[config.mk]
export PLATFORM = sky130hd
export DESIGN_NAME = midori_sbox_round_ctrl
export DESIGN_NICKNAME = d
export VERILOG_FILES = /design/src/rtl/midori_sbox_round_ctrl.sv
export SDC_FILE = /design/constraint.sdc
export NUM_CORES = 1
export LEC_CHECK = 0
export ABC_AREA = 0
export ABC_CLOCK_PERIOD_IN_PS = 3700
export CORE_AREA = 3 3 40 42
export CTS_BUF_LIST = sky130_fd_sc_hd__clkbuf_4
export DETAILED_ROUTE_END_ITERATION = 10
export DIE_AREA = 0 0 43 45
export HOLD_SLACK_MARGIN = 0.15
export PLACE_DENSITY = 0.79
export SLEW_MARGIN = 20
export SYNTH_ARGS = -nofsm -noshare
export SYNTH_HDL_FRONTEND = slang
export SYNTH_SLANG_ARGS = --single-unit
[constraint.sdc]
create_clock -name clk -period 3.7 [get_ports clk]
set_input_delay 0.74 -clock clk [delete_from_list [all_inputs] [get_ports clk]]
set_output_delay 0.74 -clock clk [all_outputs]
set_load 0.02 [all_outputs]
[src/rtl/midori_sbox_round_ctrl.sv]
// Round sequencer for the second-order masked Midori64 core.
// It walks the 3-share state register through NUM_ROUNDS rounds around the
// registered masked S-box layer. A fresh PRNG word is consumed for every
// S-box evaluation. The state and S-box inputs are held stable while the
// S-box pipeline fills.
// Every datapath select is registered, apart from rand_ready. rand_ready
// must follow rand_valid in the same cycle so that the S-box register
// captures exactly on the handshake.
module midori_sbox_round_ctrl #(
    parameter int NUM_ROUNDS = 16,
    parameter int SBOX_LAT   = 1,
    parameter int CNT_W      = 4
) (
    input  logic             clk,
    input  logic             rst,
    input  logic             start,
    input  logic             rand_valid,
    output logic             rand_ready,
    output logic             load_en,
    output logic             state_en,
    output logic             whiten_en,
    output logic             final_round,
    output logic [CNT_W-1:0] round_idx,
    output logic             busy,
    output logic             done
);

    // pipe_cnt only needs to hold SBOX_LAT-2; keep at least one bit
    localparam int PIPE_W = (SBOX_LAT > 2) ? $clog2(SBOX_LAT - 1) : 1;
    localparam logic [PIPE_W-1:0] PIPE_INIT  = PIPE_W'((SBOX_LAT >= 2) ? (SBOX_LAT - 2) : 0);
    localparam logic [CNT_W-1:0]  LAST_ROUND = CNT_W'(NUM_ROUNDS - 1);

    typedef enum logic [2:0] {
        IDLE = 3'd0,
        LOAD = 3'd1,
        SBOX = 3'd2,
        PIPE = 3'd3,
        UPD  = 3'd4,
        DONE = 3'd5
    } state_t;

    state_t            state_r;
    logic [PIPE_W-1:0] pipe_cnt_r;
    logic [CNT_W-1:0]  round_idx_r;
    logic              load_en_r;
    logic              state_en_r;
    logic              whiten_en_r;
    logic              final_round_r;
    logic              busy_r;
    logic              done_r;
    logic              last_round_s;

    assign last_round_s = (round_idx_r == LAST_ROUND);

    // Randomness is only taken while the S-box register is waiting to capture
    assign rand_ready  = (state_r == SBOX) && rand_valid;
    assign load_en     = load_en_r;
    assign state_en    = state_en_r;
    assign whiten_en   = whiten_en_r;
    assign final_round = final_round_r;
    assign round_idx   = round_idx_r;
    assign busy        = busy_r;
    assign done        = done_r;

    // Round FSM: outputs are registered with the values of the state being entered
    always_ff @(posedge clk or posedge rst) begin
        if (rst) begin
            state_r       <= IDLE;
            pipe_cnt_r    <= '0;
            round_idx_r   <= '0;
            load_en_r     <= 1'b0;
            state_en_r    <= 1'b0;
            whiten_en_r   <= 1'b0;
            final_round_r <= 1'b0;
            busy_r        <= 1'b0;
            done_r        <= 1'b0;
        end else begin
            // single-cycle strobes default low; the entered state re-asserts them
            load_en_r     <= 1'b0;
            state_en_r    <= 1'b0;
            whiten_en_r   <= 1'b0;
            final_round_r <= 1'b0;
            done_r        <= 1'b0;
            case (state_r)
                IDLE: begin
                    round_idx_r <= '0;
                    pipe_cnt_r  <= '0;
                    if (start) begin
                        state_r     <= LOAD;
                        load_en_r   <= 1'b1;
                        state_en_r  <= 1'b1;
                        whiten_en_r <= 1'b1;
                        busy_r      <= 1'b1;
                    end else begin
                        state_r <= IDLE;
                        busy_r  <= 1'b0;
                    end
                end
                LOAD: begin
                    state_r <= SBOX;
                end
                SBOX: begin
                    if (!rand_valid) begin
                        state_r <= SBOX;
                    end else if (SBOX_LAT == 1) begin
                        state_r       <= UPD;
                        state_en_r    <= 1'b1;
                        final_round_r <= last_round_s;
                        whiten_en_r   <= last_round_s;
                    end else begin
                        state_r    <= PIPE;
                        pipe_cnt_r <= PIPE_INIT;
                    end
                end
                PIPE: begin
                    if (pipe_cnt_r == '0) begin
                        state_r       <= UPD;
                        state_en_r    <= 1'b1;
                        final_round_r <= last_round_s;
                        whiten_en_r   <= last_round_s;
                    end else begin
                        state_r    <= PIPE;
                        pipe_cnt_r <= pipe_cnt_r - PIPE_W'(1);
                    end
                end
                UPD: begin
                    if (last_round_s) begin
                        // round_idx stays on the last round through DONE
                        state_r <= DONE;
                        done_r  <= 1'b1;
                        busy_r  <= 1'b0;
                    end else begin
                        state_r     <= SBOX;
                        round_idx_r <= round_idx_r + CNT_W'(1);
                    end
                end
                DONE: begin
                    // start is not looked at here, so back-to-back runs get one IDLE cycle
                    state_r     <= IDLE;
                    round_idx_r <= '0;
                    busy_r      <= 1'b0;
                end
                default: begin
                    state_r     <= IDLE;
                    round_idx_r <= '0;
                    pipe_cnt_r  <= '0;
                    busy_r      <= 1'b0;
                end
            endcase
        end
    end

endmodule
==> out/qor.csv, run 1 <==
stage,metric,value,unit
outcome,outcome,"finished, final reports clean",
global_routing,track_usage,0.128,
hold_path,hp-class,register to register,
sta,period_needed,2890,ps
sta,fmax,0.346,GHz
die,initial_core_util,0.456,
setup_path,crit_path_frequent_cell,clkdlybuf4s50_1,
final_layout,fillers,123,
clock_network,cts_tree,built,
detailed_routing,wl,1070,um
global_routing,grt_pass1_wl,1840,um
synth,synth_nets,58,
placement,gp_congestion,0.692,
power,p_comb_frac,0.395,
clock_network,clk_latency,270,ps
global_routing,antenna_found_initial,0,
clock_network,clk_pin_slew,80,ps
synth,synth_top_family_by_area,compound AO/OA/AOI/OAI gates,
synth,synth_fa_ha_area_frac,0.0214,
final_layout,nets,75,
die,dieArea,0.00194,mm^2
final_layout,layout_common_cells,"clkdlybuf4s50_1 (14), dfrtp_1 (13), o21ai_1 (5), nor2_1 (4), clkbuf_4 (4)",
detailed_routing,m1WireLength,504,um
detailed_routing,avgRoutedWirePerCell,12.7,um
hold_path,min_to,busy$_DFFE_PP0P_,
detailed_routing,vias,447,
synth,synth_area_leaders,"dfrtp_1 (56%), o21ai_1 (4.3%), or3b_1 (3.0%)",
clock_network,cts_htree_levels,1,
die,die-height,45,um
detailed_routing,met3_length,60,um
hold_path,hold_depth,1,
synth,netlist_area,586,um^2
setup_path,reg2reg_depth,3,
synth,ys.flop_type,dfrtp_1,
power,p_int,0.326,mW
synth,synth_cell_types,27,
global_routing,gr-total-overflow,0,
placement,place_ws,809,ps
detailed_routing,vias_per_cell,5.32,
setup_path,crit_required,2960,ps
setup_path,end_kind,primary output,
setup_path,path_class,primary input to primary output,
global_routing,grt_pass1_vias,426,
hold_path,min_from,busy$_DFFE_PP0P_,
power,switching_power,0.190,mW
sta,rsz0062_at_grt,no,
sta,slew_headroom,0.673,
synth,yosys.area_share.simple,0.169,
detailed_routing,drc,0,
placement,dp_hpwl,799,um
clock_network,cts-resized-gates,0,
sta,hold_violations,0,
final_layout,areaGrowthSynthToFinish,29.5,%
die,chipWidth,43,um
synth,synth_top_area_share,0.556,
setup_path,r2r_start,state_r[2]$_DFF_PP0_,
sta,fin_ws,807,ps
global_routing,grt_max_degree,14,
power,total_power,0.516,mW
die,ios,15,
synth,synth_compound_area_frac,0.197,
synth,synthXorXnorAreaFrac,0,
clock_network,clkSinkCount,13,
setup_path,worstPathArrival,2150,ps
setup_path,crit_family,buffers and inverters,
setup_path,cp-start-kind,primary input,
sta,slew_viol_final,0,
setup_path,worst-path-max-fanout,3,
clock_network,cts_hold_buf,0,
synth,syn_inst,53,
sta,post-route-period-util,0.782,
setup_path,reg2reg_slack,2320,ps
die,core_area,0.00128,mm^2
synth,yosysWarnings,0,
final_layout,layout_commonest_cell,clkdlybuf4s50_1,
final_layout,design_area,758,um^2
detailed_routing,met2_length,488,um
setup_path,r2r_end,busy$_DFFE_PP0P_,
power,swShare,0.369,
power,power_frac_seq,0.423,
clock_network,clockBufferDepth,2,
setup_path,cp_cell_sequence,clkdlybuf4s50_1 -> nor4bb_1 -> clkdlybuf4s50_1,
synth,synth-async-reset-ratio,1.00,
synth,yosysTopAreaCell,dfrtp_1,
flow_run,maxCapViolCount,0,
clock_network,post_cts_buffers,0,
setup_path,timing.critical_path.buf_inv,2,
clock_network,cts_root_buffer,clkbuf_4,
final_layout,post-route-util,0.590,
placement,post_dp_cell_area,728,um^2
power,power_leakage,0.339,nW
synth,synth_edf_count,0,
synth,muxShareOfSynthArea,0.0171,
sta,setup_viol,0,
final_layout,antennaDiodeCount,0,
detailed_routing,first_pass_iters,5,
clock_network,cts_buffers,3,
power,power_frac_clock,0.182,
detailed_routing,routed.top_layer,met4,
die,rows,13,
synth,synth-seq-area-share,0.556,
power,power.density,681,mW/mm^2
sta,worst_pin_slew,490,ps
synth,synth.avg_cell_area,11.0,um^2
setup_path,crit_path_top_delay_cell,clkdlybuf4s50_1,
sta,clock_skew,1.33,ps
placement,numPortBuffers,14,
final_layout,drive_gt1_frac,0.116,
power,ir_drop,0.374,mV
detailed_routing,ant_nets,0,
setup_path,crit_path_max_incr_delay,650,ps
sta,final.setup.tns,0,ps
detailed_routing,drt_iter0_drc,4,
synth,synth-seq-cells,13,
flip-flops by register name, summed over array words and instances, names as in the netlist:
name	cells
busy	1
done	1
final_round	1
load_en	1
round_idx	4
state_en	1
state_r	3
whiten_en	1
through the flow:
stage / hold WS, ps / std cells
after floorplan: 498 / 53
after global placement: 477 / 80
after detailed placement: 477 / 80
after CTS: 494 / 84
after global routing: 541 / 84
final: 493 / 84
area by class of cell:
cell class                      count  area, um^2  area share
Multi-Input combinational cell     36         236       0.312
Timing Repair Buffer               14         140       0.185
Clock buffer                        4        30.0      0.0396
Inverter                            2        7.51     0.00990
Sequential cell                    13         325       0.429
Tap cell                           15        18.8      0.0248
layer usage:
| layer | vias up | GRT usage |
|---|---|---|
| li1 | 223 | - |
| met1 | 201 | 0.160 |
| met2 | 19 | 0.216 |
| met3 | 4 | 0.0398 |
| met4 | 0 | 0.0361 |
| met5 | - | 0 |
synth_stat cells (all sizes together) (2+ instances only):
library cell and count:
a21oi 3, buf 2, nand2 2, nor2 5, or3b 2, nand3 2, o21ai 8, inv 2
dfrtp 13
worst max path at each step:
stage / from / end / slack [ps] / cells after the start
final: rand_valid / rand_ready / 810 / 3
after global routing: rand_valid / rand_ready / 790 / 3
after CTS: rand_valid / rand_ready / 810 / 3
after detailed placement: rand_valid / rand_ready / 810 / 3
after global placement: rand_valid / rand_ready / 830 / 3
after floorplan: rand_valid / rand_ready / 1510 / 1
power by group through the flow:
stage                     registers [mW]  clock network (mW)  logic [mW]
after global placement             0.220                   0       0.200
after detailed placement           0.221                   0       0.204
after CTS                          0.219              0.0939       0.206
final                              0.218              0.0940       0.204
after floorplan                    0.240                   0       0.111
after global routing               0.227              0.0992       0.224
cells by family (layout without fill, tap and decap cells):
family	Yosys count	in the layout
fa+ha+maj	1	1
simple gates	17	17
mux	1	1
buf+inv	4	20
flops	13	13
compound gates	17	17
Note: power is estimated with default switching activity, not from simulation.
==> run 2: changes to the inputs <==
Settings changed: ABC_CLOCK_PERIOD_IN_PS 3700 to 2550, CORE_AREA 3 3 40 42 to not set, CORE_MARGIN set to 3, CORE_UTILIZATION set to 44, DIE_AREA 0 0 43 45 to not set, PLACE_DENSITY 0.79 to 0.82.
Clock period 3.7 ns to 2.55 ns, I/O delays scaled along.
==> out/qor.csv, run 2 (synthesized netlist as in run 1, its figures left out) <==
stage,metric,value,unit,change
setup_path,crit_required,2040,ps,-920 ps
setup_path,cp_cell_sequence,clkdlybuf4s50_1 -> nor4bb_1 -> clkdlybuf4s50_1,,
placement,gp_congestion,0.680,,-1.7%
clock_network,clockBufferDepth,2,,unchanged
detailed_routing,first_pass_iters,3,,-2
die,rows,12,,-1
detailed_routing,drc,0,,unchanged
final_layout,drive_gt1_frac,0.116,,unchanged
global_routing,grt_max_degree,14,,unchanged
final_layout,layout_commonest_cell,clkdlybuf4s50_1,,
clock_network,post_cts_buffers,0,,unchanged
placement,numPortBuffers,14,,unchanged
final_layout,antennaDiodeCount,0,,unchanged
final_layout,fillers,103,,-16%
hold_path,hp-class,register to register,,
clock_network,cts-resized-gates,0,,unchanged
power,total_power,0.740,mW,+43%
sta,clock_skew,1.59,ps,+0.259 ps
global_routing,gr-total-overflow,0,,unchanged
setup_path,crit_path_max_incr_delay,650,ps,about the same
setup_path,worstPathArrival,1920,ps,-230 ps
die,ios,15,,unchanged
sta,final.setup.tns,0,ps,unchanged
clock_network,cts_root_buffer,clkbuf_4,,
global_routing,met3_usage,0.0300,,-0.00980
clock_network,cts_buffers,3,,unchanged
clock_network,clk_latency,270,ps,about the same
detailed_routing,ant_nets,0,,unchanged
final_layout,largest_reg_flops,4,,unchanged
die,initial_core_util,0.500,,+0.0443
power,power_leakage,0.338,nW,-0.20%
sta,slew_headroom,0.677,,+0.00371
die,core_area,0.00117,mm^2,-8.9%
sta,post-route-period-util,0.953,,
detailed_routing,drt_iter0_drc,3,,-1
power,ir_drop,0.459,mV,+23%
setup_path,crit_path_frequent_cell,clkdlybuf4s50_1,,
setup_path,crit_path_top_delay_cell,clkdlybuf4s50_1,,
setup_path,worst-path-max-fanout,3,,unchanged
global_routing,grt_pass1_vias,435,,+2.1%
flow_run,maxCapViolCount,0,,unchanged
detailed_routing,vias,430,,-3.8%
clock_network,cts_htree_levels,1,,unchanged
setup_path,crit_family,buffers and inverters,,
final_layout,seqCellArea,325,um^2,unchanged
power,power.density,980,mW/mm^2,+44%
die,chipWidth,42.5,um,-1.2%
final_layout,areaGrowthSynthToFinish,28.8,%,
global_routing,grt_busiest_layer,met2,,
detailed_routing,wl,1060,um,about the same
final_layout,nets,75,,unchanged
setup_path,timing.critical_path.buf_inv,2,,unchanged
outcome,outcome,"finished, final reports clean",,
placement,post_dp_cell_area,727,um^2,-0.17%
clock_network,cts_tree,built,,
setup_path,path_class,primary input to primary output,,
sta,period_needed,2430,ps,
sta,rsz0062_at_grt,no,,
final_layout,post-route-util,0.644,,+0.0542
clock_network,clkSinkCount,13,,unchanged
die,die-height,42.5,um,-5.6%
setup_path,end_kind,primary output,,
final_layout,multi_input_area,236,um^2,unchanged
detailed_routing,vias_per_cell,5.18,,-2.6%
setup_path,cp-start-kind,primary input,,
final_layout,layout_common_cells,"clkdlybuf4s50_1 (14), dfrtp_1 (13), o21ai_1 (5), nor2_1 (4)",,
global_routing,grt_pass1_wl,1930,um,+4.9%
die,dieArea,0.00180,mm^2,-6.7%
sta,fmax,0.411,GHz,
detailed_routing,avgRoutedWirePerCell,12.8,um,+1.1%
global_routing,track_usage,0.143,,+0.0150
sta,hold_violations,0,,unchanged
placement,dp_hpwl,814,um,+1.9%
global_routing,antenna_found_initial,0,,unchanged
sta,worst_pin_slew,485,ps,-5.56 ps
final_layout,design_area,754,um^2,-0.49%
global_routing,use_met2,0.216,,+0.000237
sta,slew_viol_final,0,,unchanged
global_routing,grt_util_met1,0.190,,+0.0305
clock_network,clk_pin_slew,80,ps,about the same
clock_network,cts_hold_buf,0,,unchanged
sta,setup_viol,0,,unchanged
run 2: cell types whose count changed in the layout (fill, tap and decap cells not counted):
| cell | previous run | this run |
|---|---|---|
| clkbuf_4 | 4 | 3 |
| clkinv_2 | 0 | 1 |
run 2: worst paths after layout:
kind                                 startpoint                        to  depth (start not counted)  slack, ps
max reg2reg                state_r[1]$_DFF_PP0_  round_idx[1]$_DFFE_PP0P_                          3       1170
min in group asynchronous                   rst       whiten_en$_DFF_PP0_                          2        550
min reg2reg                    busy$_DFFE_PP0P_          busy$_DFFE_PP0P_                          1        500
max                                  rand_valid                rand_ready                          3        120
min                            busy$_DFFE_PP0P_          busy$_DFFE_PP0P_                          1        500
max in group asynchronous                   rst     final_round$_DFF_PP0_                          2       1680
run 2: through the flow:
step | instances | setup WS, ps | hold slack [ps]
after floorplan | 53 | 817 | 387
after detailed placement | 79 | 94.4 | 476
after global routing | 83 | 67.8 | 530
after global placement | 79 | 141 | 479
after CTS | 83 | 93.2 | 498
final | 83 | 119 | 495
run 2: final cells by class:
class                   instances  share of cell area
clock buffers                   3              0.0299
clock inverters                 1             0.00663
inverters                       2             0.00995
multi-input cells              36               0.313
flip-flops and latches         13               0.431
well taps                      14              0.0232
repair buffers                 14               0.186
run 2: per-layer routing:
layer  wire [um]  vias to the layer above
li1            -                      223
met1         508                      195
met2         495                       10
met3          46                        2
met4          13                        0
met5           0                        -
run 2: power by group:
part / switching, mW / internal (mW)
sequential: 0.0569 / 0.261
clock: 0.0694 / 0.0580
combinational: 0.154 / 0.140
==> run 3: changes to the inputs <==
Settings changed: HOLD_SLACK_MARGIN 0.15 to not set.
==> results of run 3 <==
Same layout as run 2: the final DEF is identical, and so are final timing and power.
